==> src/rtl/tdr_dyn_ctrl.sv <==
// Sequencer for a bank of dynamic time-redundant flip-flop cells: drives the shared
// image-save / fast-fetch controls, runs recovery on voter fails and tracks error density.
module tdr_dyn_ctrl #(
  parameter int N_FF     = 8,
  parameter int SAVE_CYC = 3,
  parameter int REC_CYC  = 2,
  parameter int ERR_MAX  = 3,
  parameter int WIN_LEN  = 256
) (
  input  logic                               clk,
  input  logic                               rst,
  input  logic                               save_req,
  input  logic [N_FF-1:0]                    fail_vec,
  output logic                               modeS,
  output logic                               fetchA,
  output logic [1:0]                         phase,
  output logic                               busy,
  output logic                               fail_any,
  output logic [$clog2(ERR_MAX+1)-1:0]       err_cnt,
  output logic                               save_done,
  output logic                               perm_fault,
  output logic [1:0]                         state_dbg
);

  localparam int EW   = $clog2(ERR_MAX + 1);
  localparam int WW   = (WIN_LEN > 2) ? $clog2(WIN_LEN) : 1;
  localparam int TMAX = (SAVE_CYC > REC_CYC) ? SAVE_CYC : REC_CYC;
  localparam int TW   = (TMAX > 1) ? $clog2(TMAX) : 1;

  localparam logic [EW-1:0] ERR_TOP   = EW'(ERR_MAX);
  localparam logic [WW-1:0] WIN_LAST  = WW'(WIN_LEN - 1);
  localparam logic [TW-1:0] SAVE_LAST = TW'(SAVE_CYC - 1);
  localparam logic [TW-1:0] REC_LAST  = TW'(REC_CYC - 1);

  typedef enum logic [1:0] {
    RUN     = 2'd0,
    SAVE    = 2'd1,
    RECOVER = 2'd2,
    HALT    = 2'd3
  } state_t;

  state_t        state;
  logic          pending;
  logic [WW-1:0] win_cnt;
  logic [TW-1:0] tmr;

  logic          fail_seen;
  logic          wrap;
  logic [EW-1:0] err_base;
  logic [EW-1:0] err_inc;
  logic          save_go;

  assign modeS     = (state == SAVE);
  assign fetchA    = (state == RECOVER);
  assign busy      = (state != RUN);
  assign state_dbg = state;

  // The window clear is applied before a coinciding recovery increment.
  always_comb begin
    fail_seen = |fail_vec;
    wrap      = (state != HALT) && (win_cnt == WIN_LAST);
    err_base  = wrap ? '0 : err_cnt;
    err_inc   = (err_base == ERR_TOP) ? err_base : err_base + EW'(1);
    save_go   = (pending | save_req) && (phase == 2'd2);
  end

  always_ff @(posedge clk) begin
    if (rst) begin
      state      <= RUN;
      phase      <= 2'd0;
      pending    <= 1'b0;
      win_cnt    <= '0;
      tmr        <= '0;
      fail_any   <= 1'b0;
      err_cnt    <= '0;
      save_done  <= 1'b0;
      perm_fault <= 1'b0;
    end else begin
      fail_any  <= fail_seen;
      save_done <= 1'b0;
      if (state != HALT) begin
        win_cnt <= wrap ? '0 : win_cnt + WW'(1);
        err_cnt <= err_base;
        phase   <= (phase == 2'd2) ? 2'd0 : phase + 2'd1;
        pending <= pending | save_req;
      end
      case (state)
        RUN: begin
          if (fail_seen) begin
            state   <= RECOVER;
            tmr     <= '0;
            err_cnt <= err_inc;
          end else if (save_go) begin
            state   <= SAVE;
            tmr     <= '0;
            pending <= 1'b0;
          end
        end
        SAVE: begin
          if (tmr == SAVE_LAST) begin
            state     <= RUN;
            save_done <= 1'b1;
          end else begin
            tmr <= tmr + TW'(1);
          end
        end
        RECOVER: begin
          if (tmr == REC_LAST) begin
            if (err_cnt == ERR_TOP) begin
              state      <= HALT;
              phase      <= 2'd0;
              perm_fault <= 1'b1;
            end else begin
              state <= RUN;
            end
          end else begin
            tmr <= tmr + TW'(1);
          end
        end
        default: ;
      endcase
    end
  end

endmodule
==> config.mk <==
export PLATFORM = sky130hd
export DESIGN_NAME = tdr_dyn_ctrl
export DESIGN_NICKNAME = d
export VERILOG_FILES = /design/src/rtl/tdr_dyn_ctrl.sv
export SDC_FILE = /design/constraint.sdc
export NUM_CORES = 1
export LEC_CHECK = 0
export CORE_ASPECT_RATIO = 1.2
export CORE_MARGIN = 2
export CORE_UTILIZATION = 30
export CTS_CLUSTER_DIAMETER = 100
export DETAILED_ROUTE_END_ITERATION = 10
export PLACE_DENSITY = 0.63
export SETUP_SLACK_MARGIN = 0.15
export SLEW_MARGIN = 0
export SYNTH_ARGS = -nofsm -noshare
export SYNTH_HDL_FRONTEND = slang
export SYNTH_SLANG_ARGS = --single-unit
export TNS_END_PERCENT = 1
==> constraint.sdc <==
create_clock -name clk -period 2.3 [get_ports clk]
set_clock_uncertainty 0.2 [all_clocks]
set_input_delay 0.345 -clock clk [delete_from_list [all_inputs] [get_ports clk]]
set_output_delay 0.345 -clock clk [all_outputs]
set_load 0.02 [all_outputs]
== Word level (Yosys, flattened, before mapping) ==
Cells that the tools add are included.

* Flip-flop bits (word level): 20
* Input bits: 11
* Output and inout port bits: 12
* Logic and storage cells: 66

* $add $sub $neg: 4
* Equal/unequal tests: 14
* Muxes and demuxes: 27
* Bitwise gates (word level): 2
* Reduce and logical (&&, ||, !) cells: 10

{| class="wikitable"
|+ Operators with widths
! cell !! count
|-
| 2-bit 2-to-1 mux || 19
|-
| 2-bit one-hot mux with 3 select lines || 2
|-
| 2-bit == test (second input constant) || 5
|-
| 8-bit by 1-bit adder with 8-bit output (second input constant) || 1
|-
| 8-bit == test (second input constant) || 1
|-
| 8-bit 2-to-1 mux || 1
|-
| 4-bit AND reduction || 2
|-
| 8-bit OR reduction || 1
|-
| 2-bit by 1-bit adder with 2-bit output (second input constant) || 3
|-
| 2-bit inequality test (second input constant) || 3
|-
| 1-bit 2-to-1 mux || 5
|-
| 2-bit by 1-bit == test with 1-bit output (second input constant) || 2
|-
| 2-bit by 1-bit inequality test with 1-bit output (second input constant) || 2
|-
| 3-bit inequality test (second input constant) || 1
|-
| 3-bit AND reduction || 1
|-
| 3-bit nonzero test || 1
|-
| 1-bit logical AND || 2
|-
| 2-bit zero test || 1
|-
| 2-bit nonzero test || 1
|-
| 2-bit OR reduction || 1
|-
| 1-bit NOT || 1
|-
| 1-bit OR || 1
|}

== Logic depth before layout (Yosys ltp) ==
Gate-level depths: netlist of run 1.

* Word-level depth: 7
* Gate-level depth with buffers: 6
* Mapped depth without buffers: 6

== Worst setup path after synthesis of run 1 ==
Ideal clock, no wire load.

* Kind: reg2reg
* Start point: reg state[1], in the netlist state_dbg[1]
* End point: reg win_cnt[6]
* Library setup time: 0.129 ns
* Arrival time: 1.450 ns
* Data required time: 1.971 ns
* Setup slack: 0.522 ns
* Cell stages (with the launch flop): 7
* Path buffers: 1
* Period minus slack after synthesis: 1.778 ns
* Cell sequence: dfxtp_1 ha_1 clkbuf_1 and3b_1 nand4_1 xor2_1 nor2_1

* Word-level cells in the longest chain between the ends: 3

{| class="wikitable"
|+ Ends and longest elaborated chain
! element !! RTL line !! text
|-
| from (decl) || 42 || <nowiki>state_t state;</nowiki>
|-
| from (signal assigned) || 69 || <nowiki>state <= RUN;</nowiki>
|-
| from (signal assigned) || 90 || <nowiki>state <= RECOVER;</nowiki>
|-
| from (signal assigned) || 94 || <nowiki>state <= SAVE;</nowiki>
|-
| 2-bit inequality test * || 61, 81 ||
|-
| 1-bit logical AND || 61 || <nowiki>wrap = (state != HALT) && (win_cnt == WIN_LAST);</nowiki>
|-
| 8-bit 2-to-1 mux || 82 || <nowiki>win_cnt <= wrap ? '0 : win_cnt + WW'(1);</nowiki>
|-
| to (signal assigned) || 82 ||
|-
| to (decl) || 44 || <nowiki>logic [WW-1:0] win_cnt;</nowiki>
|}

Mark *: on every way between the ends. The rest lies on a longest branch, timed or not.
A chain may end at the register's enable or synchronous reset.

== Final worst setup path of run 1 ==
* Start point: reg state[1], in the netlist state_dbg[1]
* End point: out modeS

* Word-level cells in the longest chain between the ends: 1

{| class="wikitable"
|+ Ends and longest elaborated chain
! element !! RTL line !! text
|-
| 2-bit by 1-bit == test with 1-bit output || 53 || <nowiki>assign modeS = (state == SAVE);</nowiki>
|-
| to (decl) || 14 || <nowiki>output logic modeS,</nowiki>
|}

Every way passes these cells.

==> results of run 1 <==
## where the power goes
group	switching (µW)	total, µW	internal [µW]
clock	119	352	232
combinational	366	656	290
sequential	71.6	487	415
total	556	1490	938
## stage by stage
step	cells	total power, µW	setup slack, ns	area, µm²	util, %
floorplan	117	914	0.522	1020	-
global placement	175	1150	0.235	1280	39.1
detailed placement	175	1160	0.155	1280	39.1
CTS	179	1510	0.116	1350	41.3
global route	179	1610	0.148	1360	41.3
finish	179	1490	0.208	1360	41.3
## worst register-to-register path, stage by stage (launching register included)
cell	delay [ns]
dfxtp_1	0.36
ha_1	0.35
inv_1	0.19
nand4_1	0.22
or3_1	0.36
a21oi_1	0.15
## layout make-up
| class | count | area (µm²) |
|---|---|---|
| flip-flops and latches | 20 | 400 |
| clock inverters | 1 | 30.0 |
| repair buffers | 23 | 229 |
| clock buffers | 3 | 41.3 |
| fillers | 343 | 1920 |
| multi-input cells | 88 | 583 |
| inverters | 7 | 26.3 |
| well taps | 37 | 46.3 |
## worst paths after layout
| check | startpoint | end | depth (start not counted) |
|---|---|---|---|
| worst max-delay path | state_dbg[1] | modeS | 3 |
| worst min-delay path | perm_fault | perm_fault | 2 |
| worst max register to register | state_dbg[0] | win_cnt[5] | 5 |
| worst min register to register | perm_fault | perm_fault | 2 |
## kinds of logic after synthesis
kind of cell             after synthesis
multiplexers                           1
AND/OR/NAND/NOR                       49
XOR/XNOR                               4
buffers and inverters                  9
AO/OA/AOI/OAI                         27
adder cells (fa/ha/maj)                7
flip-flops                            20
## per-layer routing
| layer | up-vias | wire (µm) | GRT usage (%) |
|---|---|---|---|
| met5 | - | 0 | 0 |
| met4 | 0 | 21 | 3.49 |
| met3 | 4 | 92 | 4.41 |
| met2 | 14 | 1110 | 23.4 |
| met1 | 440 | 1030 | 14.7 |
| li1 | 477 | - | - |
## synthesized netlist by cell type, types with 2 or more instances
cell type	instances	area (µm²)
nor3_1	5	25.0
a21oi_1	13	65.1
ha_1	7	87.6
xor2_1	3	26.3
nand2b_1	4	25.0
a211oi_2	2	25.0
nor2_1	14	52.6
inv_1	7	26.3
nor4_2	2	25.0
clkbuf_1	2	7.51
or3_1	2	12.5
nand4b_1	2	17.5
dfxtp_1	20	400
nand4_1	8	50.1
nand2_1	7	26.3
or4_4	2	22.5
o21ai_0	6	30.0
## registers in the layout, summed over array words and instances (netlist names)
register    cells
win_cnt         8
tmr             2
perm_fault      1
err_cnt         2
save_done       1
fail_any        1
state_dbg       2
pending         1
phase           2
## what timing repair did
| action | CTS | global route |
|---|---|---|
| pin swaps | 0 | 0 |
| resized for setup | 1 | 1 |
| hold buffers | 0 | 0 |
| setup endpoints to repair | 2 | 2 |
==> results.ini, run 1 <==
[floorplanning]
chipHeight_um=67.8
initial_core_util_pct=31.0
coreArea_mm2=0.00328
die_area_mm2=0.00387
rows=23
dieWidth_um=57.2
ios=23

[timing]
relSlewSlack_pct=71.7
worst_pin_slew_ns=0.421
fin_crit_sh_pct=91.0
layout_min_cycle_time_ns=2.09
clock.fmax_ghz=0.478
fin_setup_tns_ns=0
maxSlewViolCount=0
hold_viol_final=0
whs_ns=0.273
setup_viol=0
rsz0062_at_grt=yes

[global_routing]
grt_overflow=0
grt_pass1_wl_mm=3.91
grt_pass1_vias=921
antenna_found_initial=0
track_usage_pct=13.0
grt_max_degree=13

[critical_path]
worst-path-max-fanout=4
r2r_slack_ns=0.42
cpPeakStageDelay_ns=0.62
required_ns=1.75
worstSetupPathType=flip-flop to output pin
path_cells=inv_1 > ha_1 > clkdlybuf4s50_1
crit_path_end_kind=output pin
arrival_ns=1.55
crit_buf_inv=2
cp-start-kind=flip-flop
crit_family=buffers and inverters
crit_slowest_cell=clkdlybuf4s50_1

[synthesis]
synth.avg_cell_area_um2=8.69
yosys.area_share.simple_pct=27.3
seq_area_frac_synth_pct=39.4
synth-seq-cells=20
synth_edf_count=0
synth-compound-area-share_pct=17.0
synth_xor_area_share_pct=3.44
synthAdderAreaFrac_pct=8.61
synthCells=117
yosysUniqueCellTypes=28
synth_area_mm2=0.00102
synth_top_family_by_area=simple AND/OR/NAND/NOR gates
muxShareOfSynthArea_pct=0.984
syn_nets=135
async_flop_share_pct=0
ys_warn_count=0
ys.flop_type=dfxtp_1

[run_status]
status=completed

[drt]
via_per_inst=5.22
first_iter_violations=33
drtAntennaViolNets=0
drtPass1Iterations=4
wl_per_cell_um=12.6
via_count=935
route.detailed.drc=0
drt-total-wl_mm=2.25

[clocking]
clk_pin_slew_ns=0.08
postCtsSetupRepairBufs=0
cts_tree=built
cts_max_level=1
numCtsBuffers=3
insertion_delay_ns=0.26
cts_root_buf=clkbuf_8
clockBufferDepth=2
clock_sinks=20

[job]
drv_cap=0

[pwr]
ir_drop_mv=0.601
p_leak_uw=0.000501
p_per_area_mw_per_mm2=1100

[finish]
area_growth_pct=33.3
final_cell_mix=dfxtp_1, clkdlybuf4s50_1, nor2_1, a21oi_1, nand4_1
diodes=0
finalNetCount=161
drive_gt1_share_pct=8.45

[place]
post-dp-hpwl_mm=1.76
port_buffers=22
gp_congestion=0.787

[hold_path]
hold_class=flip-flop to flip-flop

No activity file was read; power rests on OpenSTA's default activity.
==> run 2, diff against run 1 <==
- CTS_CLUSTER_SIZE: not set -> 12
==> results of run 2 <==
The final DEF is identical to that of run 1; final timing and power are the same.
==> run 3, diff against run 2 <==
- CORE_MARGIN: 2 -> 3
- CORE_UTILIZATION: 30 -> 52
- PLACE_DENSITY: 0.63 -> 0.93
==> run 3 against run 2 <==
Register-to-register slack worse by 0.06 ns. Worst hold slack worse by 0.013 ns. Critical path depth stayed put. Worst setup slack worse by 0.042 ns. Count of clock-buffer cells in the layout stayed put. Flip-flop and latch count stayed put. Utilization is 32 points higher. Routed wire length is 8.3% higher. Maximum frequency is 2.0% lower. Combinational power is 2% higher. Largest power group unchanged. Highest routed layer unchanged.
==> results.ini, run 3 (same netlist as run 1, synthesis figures left out) <==
[finish]
top_register=win_cnt
post-route-util_pct=73.7  ; +32 points
finalNetCount=161  ; unchanged
final_cell_mix=dfxtp_1, clkdlybuf4s50_1, nor2_1, a21oi_1, nand4_1
area_growth_pct=26.2
drive_gt1_share_pct=7.80  ; -0.65 points
diodes=0  ; unchanged
largest_reg_flops=8  ; unchanged

[floorplanning]
dieWidth_um=46.4  ; -19%
rows=16  ; -30%
coreArea_mm2=0.00174  ; -47%
initial_core_util_pct=58.4  ; +27 points
ios=23  ; unchanged
chipHeight_um=54.5  ; -20%
die_area_mm2=0.00253  ; -35%

[clocking]
cts_max_level=1  ; unchanged
numCtsBuffers=3  ; unchanged
hold_buffers=0  ; unchanged
cts_tree=built
insertion_delay_ns=0.29  ; +0.03 ns
clockBufferDepth=2  ; unchanged
clk_pin_slew_ns=0.11  ; +0.03 ns
clock_sinks=20  ; unchanged
postCtsSetupRepairBufs=0  ; unchanged
cts_root_buf=clkbuf_4

[critical_path]
arrival_ns=1.59  ; +0.04 ns
worstSetupPathType=flip-flop to output pin
worst-path-max-fanout=4  ; unchanged
required_ns=1.75  ; about the same
crit_path_end_kind=output pin
cp-start-kind=flip-flop

[timing]
clock.fmax_ghz=0.469  ; -2.0%
rsz0062_at_grt=yes
fin_crit_sh_pct=92.8  ; +1.8 points
hold_viol_final=0  ; unchanged
setup_viol=0  ; unchanged
relSlewSlack_pct=71.9  ; +0.15 points
layout_min_cycle_time_ns=2.13  ; +0.0420 ns
worst_pin_slew_ns=0.418  ; -0.00225 ns
fin_setup_tns_ns=0  ; unchanged
maxSlewViolCount=0  ; unchanged

[global_routing]
grt_pass1_wl_mm=4.26  ; +8.8%
grt_pass1_vias=1016  ; +10%
grt_overflow=0  ; unchanged
antenna_found_initial=0  ; unchanged
track_usage_pct=23.4  ; +10 points
grt_max_degree=13  ; unchanged

[drt]
route.detailed.drc=0  ; unchanged
drt-total-wl_mm=2.44  ; +8.3%
via_per_inst=6.02  ; +15%
wl_per_cell_um=15.3  ; +22%
first_iter_violations=11  ; -67%
drtAntennaViolNets=0  ; unchanged
via_count=957  ; +2.4%
drtPass1Iterations=4  ; unchanged

[place]
gp_congestion=0.889  ; +13%
post-dp-hpwl_mm=1.93  ; +9.8%
port_buffers=22  ; unchanged

[hold_path]
hold_class=flip-flop to flip-flop

[pwr]
p_leak_uw=0.000479  ; -4.4%
ir_drop_mv=0.733  ; +22%
p_per_area_mw_per_mm2=1020  ; -7.2%

[run_status]
status=completed

[job]
drv_cap=0  ; unchanged

## run 3: changes by cell type in the layout (fill, tap and decap cells not counted), sizes merged
| cell | before | now |
|---|---|---|
| bufinv | 1 | 0 |
## run 3: repair_timing
| action | CTS | global route |
|---|---|---|
| endpoints found under the hold margin | 0 | 0 |
| setup endpoints to repair | 2 | 3 |
| gates resized for setup | 1 | 1 |
## run 3: power breakdown
part           internal [µW]  switching, µW  leakage [µW]
sequential               415           73.7      0.000164
clock                   60.8           96.5     0.0000138
combinational            291            376      0.000301
total                    767            546      0.000479
## run 3: through the flow
step | instance area (µm²) | instances | hold WS (ns) | power (µW) | setup slack, ns
2_1_floorplan | 1020 | 117 | 0.210 | 914 | 0.522
3_3_place_gp | 1260 | 156 | 0.238 | 1140 | 0.235
3_5_place_dp | 1260 | 156 | 0.244 | 1170 | 0.137
4_1_cts | 1280 | 159 | 0.265 | 1320 | 0.0497
5_1_grt | 1280 | 159 | 0.287 | 1420 | 0.0763
6_report | 1280 | 159 | 0.260 | 1310 | 0.166
## run 3: layout make-up
class / instances / area, µm²
Multi-Input combinational cell: 88 / 583
Fill cell: 140 / 458
Sequential cell: 20 / 400
Timing Repair Buffer: 23 / 229
Inverter: 7 / 26.3
Clock buffer: 3 / 22.5
Tap cell: 18 / 22.5
## run 3: routing by layer
metal,GRT usage [%],wire (µm),vias up
li1,-,-,472
met1,26.9,965,445
met2,42.0,1320,38
met3,5.59,137,2
met4,6.64,14,0
met5,0,0,-
## run 3: critical path, cell delays in order (launching register included)
cell	delay [ns]
dfxtp_1	0.36
inv_1	0.12
ha_1	0.20
clkdlybuf4s50_1	0.62
## run 3: worst paths after layout
check / startpoint / end / slack (ns) / cells past startpoint
min: perm_fault / perm_fault / 0.26 / 2
min reg2reg: perm_fault / perm_fault / 0.26 / 2
max: state_dbg[1] / modeS / 0.17 / 3
max reg2reg: state_dbg[0] / win_cnt[5] / 0.36 / 5
